**config.mk**
```make
export PLATFORM = sky130hd
export DESIGN_NAME = stopwatch_ctrl
export DESIGN_NICKNAME = d
export VERILOG_FILES = /design/src/rtl/stopwatch_ctrl.sv
export SDC_FILE = /design/constraint.sdc
export NUM_CORES = 1
export LEC_CHECK = 0
export CELL_PAD_IN_SITES_DETAIL_PLACEMENT = 0
export CELL_PAD_IN_SITES_GLOBAL_PLACEMENT = 2
export CORE_UTILIZATION = 33
export CTS_CLUSTER_DIAMETER = 50
export DETAILED_ROUTE_END_ITERATION = 8
export PLACE_DENSITY = 0.88
export SLEW_MARGIN = 20
export SYNTH_ARGS = -nofsm -noshare
export SYNTH_HDL_FRONTEND = slang
export SYNTH_SLANG_ARGS = --single-unit
```
**constraint.sdc**
```tcl
create_clock -name clk -period 2.1 [get_ports clk]
set_input_delay 0.42 -clock clk [delete_from_list [all_inputs] [get_ports clk]]
set_output_delay 0.42 -clock clk [all_outputs]
set_load 0.01 [all_outputs]
```
**src/rtl/stopwatch_ctrl.sv**
```systemverilog
// -----------------------------------------------------------------------------
// stopwatch_ctrl
//
// Control unit for a two-button stopwatch. It conditions two raw push buttons
// and runs a four-state FSM that drives a separate counter datapath.
//
// Build option:
//   STOPWATCH_DEBOUNCE_EN  when defined, each synchronized button passes through
//                          a debounce counter of DEBOUNCE_CYCLES stable cycles;
//                          when undefined, the synchronizer output is used as is.
//
// Parameters:
//   CLK_FREQ      clock frequency in Hz
//   DEBOUNCE_MS   debounce stability window in ms
//
// Ports:
//   clk            sole clock, rising edge
//   reset_n        synchronous active-low reset
//   btn_ss         raw start/stop button (asynchronous, active-high)
//   btn_lr         raw lap/reset button (asynchronous, active-high)
//   init_regs      counter clear command (high while IDLE)
//   count_enabled  counter advance enable (high while RUN or LAP)
//   count_sample   one-cycle capture strobe on RUN -> LAP
//   show_sample    selects sampled (1) or live (0) counter reading
//   state          current FSM state code
// -----------------------------------------------------------------------------
module stopwatch_ctrl #(
  parameter int CLK_FREQ    = 100000000,
  parameter int DEBOUNCE_MS = 10
) (
  input  logic       clk,
  input  logic       reset_n,
  input  logic       btn_ss,
  input  logic       btn_lr,
  output logic       init_regs,
  output logic       count_enabled,
  output logic       count_sample,
  output logic       show_sample,
  output logic [1:0] state
);

  typedef enum logic [1:0] {
    IDLE = 2'b00,
    RUN  = 2'b01,
    LAP  = 2'b10,
    STOP = 2'b11
  } state_t;

  localparam int DEBOUNCE_CYCLES = CLK_FREQ / 1000 * DEBOUNCE_MS;
  localparam int BTN_SS = 0;
  localparam int BTN_LR = 1;

  if (DEBOUNCE_CYCLES < 1) begin : g_cfg_check
    $error("stopwatch_ctrl: DEBOUNCE_CYCLES must be at least 1");
  end

  // Both buttons are handled as one 2-bit vector: bit 0 = ss, bit 1 = lr.
  logic [1:0] btn_raw;
  logic [1:0] sync1;
  logic [1:0] sync2;
  logic [1:0] cond;    // conditioned (synchronized, optionally debounced) level
  logic [1:0] prev;    // previous conditioned level for edge detection
  logic [1:0] armed;   // button seen released since reset
  logic [1:0] fill;    // marks when sync2 holds post-reset samples
  logic [1:0] press;   // single-cycle press events

  assign btn_raw = {btn_lr, btn_ss};

  // NOTE: sequential state is written with non-blocking assignments only, so
  // every flop samples the values from before the edge regardless of order.
  always_ff @(posedge clk) begin
    if (!reset_n) begin
      sync1 <= '0;
      sync2 <= '0;
    end else begin
      sync1 <= btn_raw;
      sync2 <= sync1;
    end
  end

`ifdef STOPWATCH_DEBOUNCE_EN
  localparam int CNT_W = $clog2(DEBOUNCE_CYCLES + 1);
  localparam logic [CNT_W-1:0] CNT_LAST = CNT_W'(DEBOUNCE_CYCLES - 1);

  // Counts consecutive cycles in which sync2 disagrees with the conditioned
  // level; it restarts on any agreement and never passes CNT_LAST.
  logic [CNT_W-1:0] db_cnt [2];

  // NOTE: the tiny debounce counter array is reset explicitly; a stale count
  // after reset could flip the conditioned level early.
  always_ff @(posedge clk) begin
    if (!reset_n) begin
      cond <= '0;
      for (int i = 0; i < 2; i++) db_cnt[i] <= '0;
    end else begin
      for (int i = 0; i < 2; i++) begin
        if (sync2[i] != cond[i]) begin
          if (db_cnt[i] == CNT_LAST) begin
            cond[i]   <= sync2[i];
            db_cnt[i] <= '0;
          end else begin
            db_cnt[i] <= db_cnt[i] + 1'b1;
          end
        end else begin
          db_cnt[i] <= '0;
        end
      end
    end
  end
`else
  assign cond = sync2;
`endif

  // A button held through reset must not count as a press: events are only
  // armed once the synchronizer has refilled and shows the button released.
  always_ff @(posedge clk) begin
    if (!reset_n) begin
      prev  <= '0;
      armed <= '0;
      fill  <= '0;
    end else begin
      fill  <= {fill[0], 1'b1};
      prev  <= cond;
      armed <= armed | (~sync2 & {2{fill[1]}});
    end
  end

  assign press = cond & ~prev & armed;

  state_t state_q;
  state_t state_d;
  logic   init_regs_d;
  logic   count_enabled_d;
  logic   count_sample_d;
  logic   show_sample_d;

  // NOTE: every signal driven here gets a default first so no path leaves it
  // unassigned, which would otherwise infer a latch.
  always_comb begin
    state_d = state_q;
    // ss is tested first everywhere, so a simultaneous lr event is dropped.
    unique case (state_q)
      IDLE: if (press[BTN_SS]) state_d = RUN;
      RUN: begin
        if (press[BTN_SS])      state_d = STOP;
        else if (press[BTN_LR]) state_d = LAP;
      end
      LAP: begin
        if (press[BTN_SS])      state_d = STOP;
        else if (press[BTN_LR]) state_d = RUN;
      end
      STOP: begin
        if (press[BTN_SS])      state_d = RUN;
        else if (press[BTN_LR]) state_d = IDLE;
      end
      default: state_d = IDLE;
    endcase

    // Outputs are decoded from the next state so the registered copies line
    // up with the state register on the same edge.
    init_regs_d     = (state_d == IDLE);
    count_enabled_d = (state_d == RUN) || (state_d == LAP);
    count_sample_d  = (state_q == RUN) && (state_d == LAP);
    show_sample_d   = (state_q == LAP) && (state_d == LAP);
  end

  always_ff @(posedge clk) begin
    if (!reset_n) begin
      state_q       <= IDLE;
      init_regs     <= 1'b1;
      count_enabled <= 1'b0;
      count_sample  <= 1'b0;
      show_sample   <= 1'b0;
    end else begin
      state_q       <= state_d;
      init_regs     <= init_regs_d;
      count_enabled <= count_enabled_d;
      count_sample  <= count_sample_d;
      show_sample   <= show_sample_d;
    end
  end

  assign state = state_q;

endmodule

```
# After elaboration in Yosys (flattened, before gate mapping)
# Index checks and enable logic that the tools add are counted.
# W data, S select, Z words.
# totals
elab_cells,36
input_bits,4
mem_count,0
mem_bits_ro,0
ramBits,0
reg_bits,16
latch_bits,0
# classes
n_eq_ne,5
n_lt_le_gt_ge,0
n_shift,0
n_mux,9
n_bitwise,6
multipliers,0
add_sub_neg,0
n_reduce_logical,5
div_mod_pow,0
# op_table
op,n
$mux W2,7
$pmux W2 S4,1
$and A2 B2 Y2,3
$eq A2 B2 Y1 const B,3
$eq A2 B1 Y1 const B,2
$logic_not A2 Y1,2
$not A2 Y2,2
$logic_and A1 B1 Y1,2
$or A2 B2 Y2,1
$logic_or A1 B1 Y1,1
$mux W1,1

# Logic depth before layout (Yosys ltp)
# depth
depth_word,8
mapped_depth,4
mapped_depth_nobuf,3

# Worst setup path before layout
# Ideal clock, no wire load.
# synth_path
kind,reg-to-reg
from,register state_q[1] (netlist: state[1])
to,register state_q[1] (netlist: state[1])
slack_ns,1.154
arrival_time_ns,0.831
synth_period_minus_slack_ns,0.946
path_stages_with_launch,5
t_required_ns,1.984
setup_time_ns,0.116
cell_sequence,dfxtp_1 buf_4 nand3b_1 a21oi_1 a31o_1
# synth_between
elab_chain_cells,3
elab_cells_between_ends,12
classes_between,eq/ne (3); mux (8); reduce/logical (1)
# synth_lines
item,line_no,text
start: declaration,130,state_t state_q;
start signal: assignment,175,state_q <= state_d;
"$mux W2, on equally long branches","154, 146, 150",
"$mux W2, on equally long branches","153, 145, 149",
$pmux W2 S4 (*),142,unique case (state_q)
# Mark *: on every way between the ends. The rest lies on a longest branch, timed or not.
# A chain may end at the register's enable or synchronous reset.

# Worst setup path after layout
# layout_path
from,register state_q[0] (netlist: state[0])
to,output state[0]
# layout_lines
item,line_no,text
end: declaration,39,output logic [1:0] state
# No word-level cell between the ends.

==> impl_summary.md <==
Yosys
For this run, the number of Yosys warnings is 0. The area share of fa/ha/maj cells after synthesis is 0%. The total of flip-flops plus latches after synthesis is 16.

The mean instance size in the synthesized netlist is 11.0 sq um. Yosys attributes the largest share of cell area to sky130_fd_sc_hd__dfxtp_1 (56%), sky130_fd_sc_hd__and2_1 (5.4%), sky130_fd_sc_hd__nor4b_2 (5.2%), sky130_fd_sc_hd__nand3b_1 (3.9%), sky130_fd_sc_hd__nor2_1 (3.9%). The share of synthesized area in the top cell type comes to 55.8%. After synthesis, the largest family of logic cells by area is simple AND/OR/NAND/NOR gates. The complex-gate fraction of the synthesized area is 6.10%. The unique cell type count in the Yosys netlist is 18. The area share of xor/xnor cells in the synthesized design is 4.36%. After synthesis the cells add up to 574 sq um. The simple logic cell fraction of the synthesized area is 26.8%. The net count of the mapped netlist is 56.

Synthesis produced 52 cells. After synthesis, flip-flops and latches occupy 55.8% of the total area. The portion of netlist area occupied by mux cells is 1.74%. Summed over all instances, the cell type with the most area after synthesis is sky130_fd_sc_hd__dfxtp_1.

Clock network
The buffers inserted during post-CTS setup optimization is 0. The CTS tree is yes. The clock drives 16 sinks.

In this run, post-CTS repair resized a total of 0 instances. For the worst-skew pair, the clock arrives at the later sink with an insertion delay of 280 ps. The quantity of hold-fixing buffers added after cts is 0.

The clock passes through at most 2 buffers. Clock-pin slew was measured on the worst setup and hold paths at 90 ps. CTS built an H-tree with a depth of 1. The buffer type at the clock tree root is sky130_fd_sc_hd__clkbuf_4. The number of clock buffers inserted by TritonCTS is 3.

Route
The final routed wire length divided by cell count is 10.0 um. The final wirelength is 792 um. The first TritonRoute pass finished after 5 iterations. The number of violations reported at the end of detailed-routing iteration 0 is 4. The number of design rule violations left after detail routing is 1. The via count is 375.

The antenna violation net count after detailed routing is 0. In the routed layout, each cell is associated on average with a via count of 4.75.

Worst setup path
The largest fanout of any net on the critical path is 10. The setup path with the least slack is of type reg2out. STA classifies the critical path startpoint as a flip-flop.

STA classifies the critical path endpoint as an output pin. The number of buffers and inverters on the critical path is 1. Among cell families on the critical path, the largest total delay comes from buffers and inverters. For the worst setup path, the data required time is 1680 ps. The delay of the slowest critical-path stage is 610 ps. At the worst endpoint, the arrival time is 1430 ps.

Walking the worst path, the cells encountered are clkdlybuf4s50_1. On the critical path, the stage with the largest delay is an instance of sky130_fd_sc_hd__clkdlybuf4s50_1.

Floorplanning
Measured along the y axis, the die boundary spans 43.7 um. In this run the core area contains 14 standard-cell rows. Measured along the x axis, the die boundary spans 43.7 um.

The core box area is 1560 sq um. The number of I/O pins is 10. The initial utilization of the core area, before any placement, comes to 36.8%. The floorplan step defined a die boundary enclosing 1910 sq um.

Placed design
The detailed-placement wirelength estimate is 564 um. At the end of routability-driven placement, the weighted congestion stood at 0.663. In this run the tool buffered the top-level ports with 9 buffer cells.

GRT
Summed over all layers, the global routing overflow is 0. The global-route wire length before repair is 1430 um. Entering global routing, the biggest net connects 11 pins. The via count of the first global-routing pass is 342. The initial antenna violation count is 0. The total routing usage reported by global routing is 11.1%.

STA
The final worst clock skew is 4.00 ps. The setup total negative slack is 0 ps. The maximum clock frequency is 0.539 GHz. The number of slew-limit violations in the final report is 0. Setup repair after global routing left no endpoint under its margin. The transition time of the tightest slew-check pin is 360 ps.

The routed design could run at a clock period as short as 1850 ps. Of the available clock period, the critical path in the final layout requires 88.3%. Hold is met by 439 ps.

The count of final setup violators is 0. The normalized max-slew margin is 76.0%. The hold violation count in the final report was 0.

Power and ir drop
The standby leakage power is 0.285 nW. The peak ir drop on the vdd network is 367 uV. For this design the ratio of total power to cell area is 771 nW/um^2.

Status
The final reports fail on DRC. The flow ran to the end, but the final reports show violations.

Flow run
The tool flagged a number of max-cap violations equal to 0.

Min path
The class of the tightest hold or removal check is reg2reg.

Layout
The area growth from synthesis to final layout is 22.2%. After the last flow step, the layout net total stands at 68. Cells with a size suffix above 1 make up 14.3% of the layout. The number of inserted diodes is 0.
[logic make-up (layout without fill, tap and decap cells)]
group                     after synthesis  in the layout
xor gates and xnor gates                2              2
muxes                                   1              1
buffers and inverters                   5             16
AOI/OAI and AO/OA                       6              6
and+or+nand+nor                        22             22
DFF                                    16             16
[final cells by class]
class / count / area [sq um]
sequential: 16 / 320
multi-input combinational: 31 / 224
inverter: 3 / 11.3
fill: 158 / 857
tap: 16 / 20.0
timing repair buffer: 9 / 90.1
clock buffer: 4 / 36.3
[metal layers]
layer | track usage (%) | share of wire, %
met3 | 7.92 | 6.8
met2 | 14.9 | 42
met1 | 11.5 | 48
met4 | 9.38 | 3.0
met5 | 0 | 0
[placed cells by master (no fill, tap or decap)]
cell and n:
sky130_fd_sc_hd__clkdlybuf4s50_1 9, sky130_fd_sc_hd__a21oi_1 4, sky130_fd_sc_hd__a31oi_1 1, sky130_fd_sc_hd__clkbuf_8 1
sky130_fd_sc_hd__nor4b_2 2, sky130_fd_sc_hd__mux2i_1 1, sky130_fd_sc_hd__nand4_1 1, sky130_fd_sc_hd__nand2_1 3
sky130_fd_sc_hd__inv_1 3, sky130_fd_sc_hd__nand3b_1 3, sky130_fd_sc_hd__a31o_1 1, sky130_fd_sc_hd__dfxtp_1 16
sky130_fd_sc_hd__xnor2_1 1, sky130_fd_sc_hd__xnor2_2 1, sky130_fd_sc_hd__nand3b_4 1, sky130_fd_sc_hd__clkbuf_4 3
sky130_fd_sc_hd__nor2_1 6, sky130_fd_sc_hd__and2_1 5, sky130_fd_sc_hd__and3b_2 1
[registers in the layout, indices dropped and copies added (netlist names)]
register and count:
state 2, fill 2, show_sample 1, armed 2, sync1 2, init_regs 1
count_enabled 1, prev 2, count_sample 1, cond 2
[synthesized netlist by cell type, drive strengths merged]
master	n
nor4b	2
dfxtp	16
nand4	1
xnor2	2
and3b	1
nand2	3
buf	2
a21oi	4
mux2i	1
and2	5
inv	3
nor2	6
a31oi	1
nand3b	4
a31o	1
[where the power goes]
part / internal, mW / switching [mW] / total (mW)
Combinational: 0.0148 / 0.0118 / 0.0266
Clock: 0.106 / 0.0895 / 0.195
Sequential: 0.314 / 0.00608 / 0.320
[stage by stage]
stage          utilization [%]  power, mW  setup slack, ps  cells  instance area (sq um)
2_1_floorplan                -      0.342             1150     52                    574
3_3_place_gp              42.7      0.353              558     75                    666
3_5_place_dp              42.7      0.354              521     75                    666
4_1_cts                   45.0      0.551              228     79                    702
5_1_grt                   45.0      0.571              148     79                    702
6_report                  45.0      0.542              246     79                    702
[final timing paths]
check / startpoint / end / slack [ps] / depth (start not counted)
setup / recovery: state[0]$_SDFF_PN0_ / state[0] / 250 / 1
hold / removal: fill[0]$_DFF_P_ / fill[1]$_SDFF_PN0_ / 440 / 1
setup reg to reg: armed[1]$_SDFF_PN0_ / state[1]$_SDFF_PN0_ / 1080 / 3
hold reg to reg: fill[0]$_DFF_P_ / fill[1]$_SDFF_PN0_ / 440 / 1
Power figures use the tool's default switching activity.
